--- src/rtl/ccu_operation_fsm_pkg.sv ---
// Shared control-register definitions for the CCU operation sequencer:
// state encoding, status-bit positions, counter width and register offsets.
package ccu_operation_fsm_pkg;

  localparam int CCU_CNT_WIDTH = 32;

  typedef enum logic [2:0] {
    ST_IDLE      = 3'd0,
    ST_STR       = 3'd1,
    ST_WAIT_LD   = 3'd2,
    ST_ISSUE     = 3'd3,
    ST_WAIT_ITER = 3'd4,
    ST_WAIT_TX   = 3'd5,
    ST_DONE      = 3'd6,
    ST_ERR       = 3'd7
  } ccu_state_e;

  // Bit positions inside the status register.
  localparam int STS_IDLE_BIT   = 0;
  localparam int STS_BUSY_BIT   = 1;
  localparam int STS_ERROR_BIT  = 2;
  localparam int STS_LOCKED_BIT = 3;
  localparam int STS_VALID_BIT  = 4;
  localparam int STS_WIDTH      = 5;

  localparam logic [7:0] REG_CTRL_OFS          = 8'h00;
  localparam logic [7:0] REG_STATUS_OFS        = 8'h04;
  localparam logic [7:0] REG_RSLT_SIZE_OFS     = 8'h08;
  localparam logic [7:0] REG_PCKT_SIZE_OFS     = 8'h0C;
  localparam logic [7:0] REG_PROGRESS_RSLT_OFS = 8'h10;
  localparam logic [7:0] REG_PROGRESS_ITER_OFS = 8'h14;
  localparam logic [7:0] REG_ITER_LATENCY_OFS  = 8'h18;
  localparam logic [7:0] REG_OPER_LATENCY_OFS  = 8'h1C;

  function automatic logic is_busy(input ccu_state_e s);
    return (s == ST_STR) || (s == ST_WAIT_LD) || (s == ST_ISSUE) ||
           (s == ST_WAIT_ITER) || (s == ST_WAIT_TX);
  endfunction

endpackage

--- src/rtl/ccu_operation_fsm_ccu_timer.sv ---
// Saturating cycle counter with synchronous clear (priority) and enable.
module ccu_timer #(
  parameter int W = 32
) (
  input  logic         clk,
  input  logic         rst,
  input  logic         clr,
  input  logic         en,
  output logic [W-1:0] cnt
);

  logic [W-1:0] cnt_q, cnt_d;

  always_comb begin
    cnt_d = cnt_q;
    if (clr) begin
      cnt_d = '0;
    end else if (en && !(&cnt_q)) begin
      cnt_d = cnt_q + W'(1);
    end
  end

  always_ff @(posedge clk or posedge rst) begin
    if (rst) begin
      cnt_q <= '0;
    end else begin
      cnt_q <= cnt_d;
    end
  end

  assign cnt = cnt_q;

endmodule

--- src/rtl/ccu_operation_fsm.sv ---
// CCU operation sequencer: start/load handshake, iteration issue loop,
// packet progress tracking, timing statistics and register-file strobes.
module ccu_operation_fsm
  import ccu_operation_fsm_pkg::*;
#(
  parameter int CNT_WIDTH = CCU_CNT_WIDTH
) (
  input  logic                 clk,
  input  logic                 rst,
  input  logic                 operation_start,
  input  logic                 data_loaded,
  input  logic                 grid_loaded,
  input  logic                 scle_loaded,
  input  logic                 wght_loaded,
  input  logic [CNT_WIDTH-1:0] rslt_size,
  input  logic [CNT_WIDTH-1:0] pckt_size,
  input  logic                 interrupt_abort,
  input  logic                 interrupt_error,
  output logic                 iter_start,
  input  logic                 iter_done,
  input  logic                 tlast_sent,
  output logic                 sts_idle,
  output logic                 sts_busy,
  output logic                 sts_error,
  output logic                 sts_locked,
  output logic                 sts_valid,
  output logic [CNT_WIDTH-1:0] progress_rslt,
  output logic [CNT_WIDTH-1:0] progress_iter,
  output logic [CNT_WIDTH-1:0] iter_timer,
  output logic [CNT_WIDTH-1:0] iter_latency,
  output logic [CNT_WIDTH-1:0] oper_timer,
  output logic [CNT_WIDTH-1:0] oper_latency,
  output logic                 wo_reg_en,
  output logic                 wo_reg_rst,
  output logic                 pl2ps_reg_en,
  output logic                 rslt_loaded,
  output logic                 operation_done,
  output logic [2:0]           dbg_state
);

  localparam logic [STS_WIDTH-1:0] STS_RESET = STS_WIDTH'(1) << STS_IDLE_BIT;

  ccu_state_e           state_q, state_d;
  logic                 start_prev_q;
  logic [STS_WIDTH-1:0] sts_q, sts_d;
  logic [CNT_WIDTH-1:0] progress_rslt_q, progress_rslt_d;
  logic [CNT_WIDTH-1:0] progress_iter_q, progress_iter_d;
  logic [CNT_WIDTH-1:0] iter_latency_q, iter_latency_d;
  logic [CNT_WIDTH-1:0] oper_latency_q, oper_latency_d;
  logic                 rslt_loaded_q, rslt_loaded_d;
  logic                 operation_done_q, operation_done_d;

  logic                 all_loaded, start_rise, iter_accept, tx_accept, intr;
  logic                 iter_clr, iter_en, oper_clr, oper_en;
  logic [CNT_WIDTH:0]   rslt_sum;
  logic [CNT_WIDTH-1:0] rslt_next;
  logic [CNT_WIDTH-1:0] iter_timer_w, oper_timer_w;

  function automatic logic [CNT_WIDTH-1:0] sat_inc(input logic [CNT_WIDTH-1:0] v);
    return (&v) ? v : v + CNT_WIDTH'(1);
  endfunction

  // Progress is clamped so an oversized last packet never overshoots the total.
  assign rslt_sum  = {1'b0, progress_rslt_q} + {1'b0, pckt_size};
  assign rslt_next = (rslt_sum > {1'b0, rslt_size}) ? rslt_size : rslt_sum[CNT_WIDTH-1:0];

  always_comb begin
    all_loaded  = data_loaded & grid_loaded & scle_loaded & wght_loaded;
    start_rise  = operation_start & ~start_prev_q;
    intr        = interrupt_abort | interrupt_error;
    iter_accept = 1'b0;
    tx_accept   = 1'b0;
    state_d     = state_q;
    if (interrupt_abort) begin
      state_d = ST_IDLE;
    end else if (interrupt_error) begin
      state_d = ST_ERR;
    end else begin
      case (state_q)
        ST_IDLE:      if (start_rise) state_d = ST_STR;
        ST_STR:       state_d = (rslt_size == '0 || pckt_size == '0) ? ST_ERR : ST_WAIT_LD;
        ST_WAIT_LD:   if (all_loaded) state_d = ST_ISSUE;
        ST_ISSUE:     state_d = ST_WAIT_ITER;
        ST_WAIT_ITER: if (iter_done) begin
                        iter_accept = 1'b1;
                        state_d     = ST_WAIT_TX;
                      end
        ST_WAIT_TX:   if (tlast_sent) begin
                        tx_accept = 1'b1;
                        state_d   = (rslt_next == rslt_size) ? ST_DONE : ST_ISSUE;
                      end
        ST_DONE:      state_d = ST_IDLE;
        ST_ERR:       state_d = ST_ERR;
        default:      state_d = ST_IDLE;
      endcase
    end
  end

  always_comb begin
    progress_rslt_d  = progress_rslt_q;
    progress_iter_d  = progress_iter_q;
    iter_latency_d   = iter_latency_q;
    oper_latency_d   = oper_latency_q;
    rslt_loaded_d    = rslt_loaded_q;
    operation_done_d = operation_done_q;
    if (state_d == ST_STR) begin
      progress_rslt_d  = '0;
      progress_iter_d  = '0;
      iter_latency_d   = '0;
      oper_latency_d   = '0;
      rslt_loaded_d    = 1'b0;
      operation_done_d = 1'b0;
    end else begin
      if (iter_accept) begin
        iter_latency_d  = sat_inc(iter_timer_w);
        progress_iter_d = sat_inc(progress_iter_q);
      end
      if (tx_accept) progress_rslt_d = rslt_next;
      if (state_d == ST_DONE) begin
        oper_latency_d   = sat_inc(oper_timer_w);
        rslt_loaded_d    = 1'b1;
        operation_done_d = 1'b1;
      end
    end
    // Status mirrors the state being entered so it lines up with state_q.
    sts_d                 = '0;
    sts_d[STS_IDLE_BIT]   = (state_d == ST_IDLE);
    sts_d[STS_BUSY_BIT]   = is_busy(state_d);
    sts_d[STS_ERROR_BIT]  = (state_d == ST_ERR);
    sts_d[STS_LOCKED_BIT] = (state_d == ST_WAIT_LD) && !all_loaded;
    sts_d[STS_VALID_BIT]  = (state_d == ST_DONE) || (sts_q[STS_VALID_BIT] && state_d != ST_STR);
  end

  always_comb begin
    iter_clr = (state_d == ST_STR) || (state_d == ST_ISSUE);
    iter_en  = (state_q == ST_WAIT_ITER) && !intr;
    oper_clr = (state_d == ST_STR);
    oper_en  = is_busy(state_q) && (state_q != ST_STR) && !intr;
  end

  ccu_timer #(.W(CNT_WIDTH)) u_iter_timer (
    .clk (clk), .rst (rst), .clr (iter_clr), .en (iter_en), .cnt (iter_timer_w)
  );

  ccu_timer #(.W(CNT_WIDTH)) u_oper_timer (
    .clk (clk), .rst (rst), .clr (oper_clr), .en (oper_en), .cnt (oper_timer_w)
  );

  always_ff @(posedge clk or posedge rst) begin
    if (rst) begin
      state_q          <= ST_IDLE;
      start_prev_q     <= 1'b0;
      sts_q            <= STS_RESET;
      progress_rslt_q  <= '0;
      progress_iter_q  <= '0;
      iter_latency_q   <= '0;
      oper_latency_q   <= '0;
      rslt_loaded_q    <= 1'b0;
      operation_done_q <= 1'b0;
    end else begin
      state_q          <= state_d;
      start_prev_q     <= operation_start;
      sts_q            <= sts_d;
      progress_rslt_q  <= progress_rslt_d;
      progress_iter_q  <= progress_iter_d;
      iter_latency_q   <= iter_latency_d;
      oper_latency_q   <= oper_latency_d;
      rslt_loaded_q    <= rslt_loaded_d;
      operation_done_q <= operation_done_d;
    end
  end

  assign iter_start     = (state_q == ST_ISSUE);
  assign wo_reg_rst     = (state_q == ST_STR);
  assign pl2ps_reg_en   = (state_q == ST_STR) || (state_q == ST_DONE);
  assign wo_reg_en      = tx_accept || (state_q == ST_DONE);
  assign sts_idle       = sts_q[STS_IDLE_BIT];
  assign sts_busy       = sts_q[STS_BUSY_BIT];
  assign sts_error      = sts_q[STS_ERROR_BIT];
  assign sts_locked     = sts_q[STS_LOCKED_BIT];
  assign sts_valid      = sts_q[STS_VALID_BIT];
  assign progress_rslt  = progress_rslt_q;
  assign progress_iter  = progress_iter_q;
  assign iter_timer     = iter_timer_w;
  assign iter_latency   = iter_latency_q;
  assign oper_timer     = oper_timer_w;
  assign oper_latency   = oper_latency_q;
  assign rslt_loaded    = rslt_loaded_q;
  assign operation_done = operation_done_q;
  assign dbg_state      = state_q;

endmodule

--- config.mk ---
export PLATFORM = sky130hd
export DESIGN_NAME = ccu_operation_fsm
export DESIGN_NICKNAME = d
export VERILOG_FILES = /design/src/rtl/ccu_operation_fsm_pkg.sv /design/src/rtl/ccu_operation_fsm_ccu_timer.sv /design/src/rtl/ccu_operation_fsm.sv
export SDC_FILE = /design/constraint.sdc
export NUM_CORES = 1
export LEC_CHECK = 0
export ABC_AREA = 0
export CORE_UTILIZATION = 45
export DETAILED_ROUTE_END_ITERATION = 8
export MAX_ROUTING_LAYER = met4
export PLACE_DENSITY = 0.77
export SETUP_SLACK_MARGIN = 0.4
export SLEW_MARGIN = 20
export SYNTH_ARGS = -nofsm -noshare
export SYNTH_HDL_FRONTEND = slang
export SYNTH_SLANG_ARGS = --single-unit
--- constraint.sdc ---
create_clock -name clk -period 15.1 [get_ports clk]
set_input_delay 1.51 -clock clk [delete_from_list [all_inputs] [get_ports clk]]
set_output_delay 1.51 -clock clk [all_outputs]
set_load 0.05 [all_outputs]
[Word-level counts from Yosys, hierarchy flattened]
Cells that the tools add are included.
Storage, ports and cells
  register bits: 202
Operators by class
  add/subtract/negate cells: 4
  $lt $le $gt $ge: 1
  equal/unequal tests: 18
  mux-type cells: 35
  bitwise gates (word level): 6
  reductions and logical operators: 37
Operator list (count)
  two-way mux 32 bit: 16
  adder 32 x 1 -> 32 bit (second input constant): 3
  AND reduction 32 bit: 3
  logical NOT 32 bit: 2
  adder 32 x 32 -> 33 bit: 1
  greater-than comparator 33 x 32 -> 1 bit: 1
  == test 32 bit: 1
  == test 3 bit (second input constant): 8
  two-way mux 3 bit: 8
  case mux 3 bit (8 select lines): 1
  logical OR 1 bit: 13
  == test 3 x 2 -> 1 bit (second input constant): 4
  two-way mux 1 bit: 10
  nonzero test 2 bit: 5
  logical AND 1 bit: 7
  == test 3 x 1 -> 1 bit (second input constant): 2
  logical NOT 3 bit: 2
  != test 3 x 1 -> 1 bit (second input constant): 2
  AND 1 bit: 4
  logical NOT 1 bit: 4
  != test 2 bit (second input constant): 1
  AND reduction 2 bit: 1
  inverter 1 bit: 1
  OR 1 bit: 1

[Longest topological paths before layout]
  depth in word-level cells: 14
  depth in mapped cells: 23
  depth with buffers taken out: 19

[Hierarchy]
A second synthesis with hierarchy kept.
Unflattened totals
  cell total of the unflattened synthesis: 1773
  area, all modules: 15262.1 um^2
Modules (own cells, without submodules)
  ccu_operation_fsm: times used 1, cells an instance 1367, area each 11581.1 um^2, sequential area each 3454.6 um^2
  ccu_timer: times used 2, cells an instance 203, area each 1840.5 um^2, sequential area each 800.8 um^2

[Least setup slack after synthesis]
OpenSTA, ideal clock, no wires.
  path type: input to register
  from: input pckt_size[0]
  to: register u_oper_timer.cnt_q[0] (netlist: u_oper_timer.cnt[0])
  arrival: 6.309 ns
  data required time: 14.979 ns
  slack: 8.670 ns
  cell stages on the path: 23
  cells stage by stage: ha_1 -> fa_1 -> a211oi_1 -> o21a_1 -> o21a_1 -> buf_2 -> o211ai_2 -> a21oi_1 -> xnor2_1 -> ha_1 -> a21o_1 -> a21o_1 -> a211o_1 -> a21oi_1 -> or4b_1 -> o2bb2ai_1 -> clkbuf_1 -> o21bai_1 -> nand3b_1 -> nor2_1 -> clkbuf_1 -> buf_2 -> nor2_1
Between the ends
  word-level cells in the longest chain between the ends: 11
  elaborated cells on any way between the ends: 15
  classes of those cells: add/sub: 1; order compare: 1; eq/ne: 2; mux: 8; reduce/logical: 3
Ends and longest elaborated chain
  start, declared: line ccu_operation_fsm.sv:16  | input logic [CNT_WIDTH-1:0] pckt_size,
  adder 32 x 32 -> 33 bit: line ccu_operation_fsm.sv:64  | assign rslt_sum = {1'b0, progress_rslt_q} + {1'b0, pckt_size};
  greater-than comparator 33 x 32 -> 1 bit: line ccu_operation_fsm.sv:65  | assign rslt_next = (rslt_sum > {1'b0, rslt_size}) ? rslt_size : rslt_sum[CNT_WIDTH-1:0];
  two-way mux 32 bit: line ccu_operation_fsm.sv:65
  == test 32 bit: line ccu_operation_fsm.sv:90  | state_d = (rslt_next == rslt_size) ? ST_DONE : ST_ISSUE;
  two-way mux 3 bit: line ccu_operation_fsm.sv:90
  two-way mux 3 bit: line ccu_operation_fsm.sv:88  | ST_WAIT_TX: if (tlast_sent) begin
  case mux 3 bit (8 select lines) *: line ccu_operation_fsm.sv:79  | case (state_q)
  two-way mux 3 bit *: line ccu_operation_fsm.sv:76  | end else if (interrupt_error) begin
  two-way mux 3 bit *: line ccu_operation_fsm.sv:74  | if (interrupt_abort) begin
  == test 3 x 1 -> 1 bit *: line ccu_operation_fsm.sv:137  | oper_clr = (state_d == ST_STR);
  two-way mux 32 bit / nonzero test 2 bit (equally long branches)
  end signal, assigned: line ccu_operation_fsm_ccu_timer.sv:27  | cnt_q <= cnt_d;
  end, declared: line ccu_operation_fsm_ccu_timer.sv:12  | logic [W-1:0] cnt_q, cnt_d;
Mark *: on every way between the ends. The rest lies on a longest branch, timed or not.
A chain may end at the register's enable or synchronous reset.

[Worst setup path after layout]
  from: input pckt_size[11]
  to: register progress_rslt_q[0] (netlist: progress_rslt[0])
Between the ends
  word-level cells in the longest chain between the ends: 11
  elaborated cells on any way between the ends: 16
  classes of those cells: add/sub: 1; order compare: 1; eq/ne: 2; mux: 9; reduce/logical: 3
Ends and longest elaborated chain
  adder 32 x 32 -> 33 bit: line ccu_operation_fsm.sv:64
  greater-than comparator 33 x 32 -> 1 bit: line ccu_operation_fsm.sv:65
  two-way mux 32 bit: line ccu_operation_fsm.sv:65
  == test 32 bit: line ccu_operation_fsm.sv:90
  two-way mux 3 bit: line ccu_operation_fsm.sv:90
  two-way mux 3 bit: line ccu_operation_fsm.sv:88
  case mux 3 bit (8 select lines): line ccu_operation_fsm.sv:79
  two-way mux 3 bit: line ccu_operation_fsm.sv:76
  two-way mux 3 bit: line ccu_operation_fsm.sv:74
  == test 3 x 1 -> 1 bit: line ccu_operation_fsm.sv:106  | if (state_d == ST_STR) begin
  two-way mux 32 bit / nonzero test 2 bit (equally long branches)
  end signal, assigned: line ccu_operation_fsm.sv:164  | progress_rslt_q <= progress_rslt_d;
  end, declared: line ccu_operation_fsm.sv:46  | logic [CNT_WIDTH-1:0] progress_rslt_q, progress_rslt_d;
Parallel ways exist; a longest one is shown, timed or not. The select of a mux whose other input is x is not followed.

==> results.txt <==
Gr ovfl total: 0
Clock Sinks: 202
Async S/R FF share, synth: 100.0%
Register area share after synthesis: 35.07%
Max-cap violations: 0
Resize count post-CTS: 0
Final Instance Area: 18,210 um2
Capturing point of the worst reg2reg path: progress_rslt[0]$_DFFE_PP0P_
DR vias/cell: 5.985
Headroom to the max-slew limit: 29.08%
Final Max Slew Viols: 0
Yosys reg bits: 202
RSZ-0062 raised after global routing: no
Cell variety after synth: 82
H-tree depth: 1
Worst hold path class: reg -> reg
Routed len/inst: 21.09 um
Routed via count: 13,750
Initial Utilization: 45.69%
Worst Path Required: 15,470 ps
Core area: 31,560 um2
Max VDD drop: 0.1073 mV
Critical Path Sink: progress_rslt[0]$_DFFE_PP0P_
Post-CTS Setup Repair Bufs: 0
Synth-to-Final Area Change: 26.29%
Synth Cell Area: 14,420 um2
IO buf count: 280
DR iter-0 viols: 1,198
Leak: 7.913 nW
Fmax: 127.4 MHz
Syn_nets: 1,796
Fin cells: 2,298
Worst r2r src: progress_rslt[11]$_DFFE_PP0P_
Setup CP Type: in -> reg
R2R cell count: 20
CTS Root Cell: clkbuf_16
Crit-path max FO: 75
Number of enable flip-flop cells after synthesis: 0
Worst Setup Start Kind: input port
Core Rows: 65
Via count of the first global-routing pass: 13,300
Antenna-violating nets left: 0
Status: finished, final reports clean
Net count, final: 2,025
Hold Path Origin: sts_q[4]$_DFF_PP0_
GRT Util Overall: 30.38%
DR DRC count: 0
Drt total wl: 48,460 um
Power density over the cells: 186.3 nW/um2
Worst Setup SP: pckt_size[11]
FILL cells: 2,786
Dpl cells: 2,258
HPWL after DPL: 36,140 um
Die width: 181.0 um
Predominant post-synthesis flop cell: dfrtp_1
Clock buffer count from CTS: 24
Drt pass-1 iters: 5
Final Hold Viols: 0
# setup viols final: 0
Largest net degree at the start of global routing: 142
Die Y-Extent: 181.0 um
Gpl congestion: 1.008
Die area: 32,760 um2
Mapped Cells: 1,653
Setup TNS: 0 ps
Placed Area: 17,490 um2
Worst-path clk slew: 60 ps
R2R Setup Slk: 8270 ps
Crit path time final: 7847 ps
First-pass GRT wire length: 76,670 um
Synth warn: 0
IO Count: 281
Synthesized area per cell: 8.721 um2
Arr. time, crit path: 8220 ps
Final period util: 51.97%
Final Skew: 19.15 ps
CTS tree: built
Share of cells above drive strength 1: 4.222%
Worst-Skew Late Latency: 540 ps
Slew of the pin with the lowest slew margin: 1037 ps
Max Buffers Root-to-Sink: 3
Initial antenna violation count: 1
Critical Path End Type: flop
Hold buffer count at cts: 0
[cell usage after synthesis (4+ instances only)]
master / n / share of area, %
o21ai_0: 24 / 0.83
mux2i_1: 71 / 4.9
a2111oi_0: 6 / 0.36
a211o_1: 5 / 0.30
ha_1: 67 / 5.8
nand4_1: 49 / 2.1
and4_1: 16 / 0.97
or3_1: 6 / 0.26
buf_2: 14 / 0.49
a31oi_1: 5 / 0.22
xnor3_1: 10 / 1.6
or4_1: 4 / 0.21
o2111ai_1: 4 / 0.24
inv_1: 47 / 1.2
buf_6: 5 / 0.39
nor4_1: 26 / 1.1
o21bai_1: 6 / 0.31
nand2b_1: 8 / 0.35
or2_2: 7 / 0.30
nor2b_1: 7 / 0.30
nor2_1: 276 / 7.2
nor3_1: 24 / 0.83
and2_1: 7 / 0.30
xnor2_1: 94 / 5.7
o2111a_1: 4 / 0.31
xor2_1: 100 / 6.1
buf_4: 6 / 0.31
o211ai_1: 13 / 0.68
nand3_1: 44 / 1.5
clkbuf_1: 63 / 1.6
a21oi_1: 57 / 2.0
a211oi_1: 41 / 2.1
dfrtp_1: 201 / 35
nor3b_1: 6 / 0.31
a21o_1: 17 / 0.89
a221oi_1: 6 / 0.36
o22ai_1: 15 / 0.65
o21ai_1: 9 / 0.31
o21a_1: 14 / 0.73
and3_1: 33 / 1.4
a311oi_1: 20 / 1.2
nand2_1: 158 / 4.1
o31ai_1: 4 / 0.21
[final cells by class]
cell class / instances / area (um2) / share of cell area (%)
Inverter: 47 / 183.9 / 1.010
Sequential cell: 202 / 5056 / 27.77
Clock inverter: 2 / 21.27 / 0.1168
Clock buffer: 37 / 689.4 / 3.787
Tap cell: 402 / 503.0 / 2.763
Timing Repair Buffer: 293 / 2900 / 15.93
Antenna cell: 1 / 2.502 / 0.01374
Multi-Input combinational cell: 1314 / 8850 / 48.61
[worst max-delay path: stages]
cell	delay (ps)
clkdlybuf4s50_1	430
ha_1	590
and4_1	340
o211ai_1	180
a2111oi_4	500
o31ai_1	190
a21o_1	260
o21ai_0	230
xnor2_1	130
ha_1	210
or3_1	370
a211o_1	280
a21oi_1	200
or4b_1	510
o2bb2ai_4	200
o21ai_0	260
nand3b_1	210
nor2_4	130
buf_4	510
buf_4	750
a211oi_1	150
[sequential cells by signal (all words and copies together) (netlist names)]
name	flops
iter_latency	32
oper_latency	32
progress_iter	32
progress_rslt	32
u_iter_timer.cnt	32
u_oper_timer.cnt	32
sts_q	5
dbg_state	3
operation_done	1
start_prev_q	1
[logic make-up (layout without fill, tap and decap cells)]
group	count (synthesis)	in the layout	share of synthesized area (%)
xor gates and xnor gates	204	204	13.35
muxes	74	74	5.164
buffers and inverters	137	379	4.105
other	0	1	0
DFF	202	202	35.07
adders and majority gates	68	68	5.954
and+or+nand+nor	685	685	22.24
AOI/OAI and AO/OA	283	283	14.11
[placed cells by master, fill, tap and decap left out, types with 15 or more instances in the layout]
master / count
nand2_1: 158
nor4_1: 24
xor2_1: 100
inv_1: 46
and4_1: 16
a21oi_1: 57
nor2_1: 274
clkdlybuf4s50_1: 280
dfrtp_1: 201
nand3_1: 44
mux2i_1: 71
o21ai_0: 24
clkbuf_16: 24
nand4_1: 49
a211oi_1: 41
nor3_1: 23
o22ai_1: 15
ha_1: 67
xnor2_1: 94
a21o_1: 17
and3_1: 33
a311oi_1: 20
[report_power, final]
group | switching [mW] | internal [mW] | total (mW)
Clock | 0.235 | 0.311 | 0.545
Combinational | 1.36 | 0.768 | 2.13
Sequential | 0.0887 | 0.632 | 0.720
[worst min-delay path by stage]
stage | endpoint | slack (ps) | cells past startpoint
finish | sts_q[4]$_DFF_PP0_ | 510 | 2
global route | sts_q[4]$_DFF_PP0_ | 530 | 2
CTS | sts_q[4]$_DFF_PP0_ | 510 | 2
detailed placement | sts_q[4]$_DFF_PP0_ | 500 | 2
global placement | sts_q[4]$_DFF_PP0_ | 460 | 2
floorplan | sts_q[4]$_DFF_PP0_ | 740 | 2
[metal layers]
metal | routed length, um | GRT usage (%) | up-vias
li1 | - | - | 6345
met1 | 21110 | 40.97 | 6738
met2 | 21610 | 45.78 | 560
met3 | 3721 | 5.100 | 110
met4 | 2014 | 11.42 | 0
met5 | 0 | - | -
[metrics by stage]
stage | worst slack (ps) | utilization, % | power, mW | hold slack [ps]
after detailed placement | 6781 | 55.42 | 2.808 | 496.2
after floorplan | 8081 | - | 2.174 | 744.8
after global routing | 6759 | 57.70 | 3.581 | 532.8
after CTS | 7344 | 57.67 | 3.369 | 510.9
final | 7253 | 57.70 | 3.391 | 505.0
after global placement | 6999 | 55.42 | 2.805 | 460.6
(Power assumes the default switching activity.)
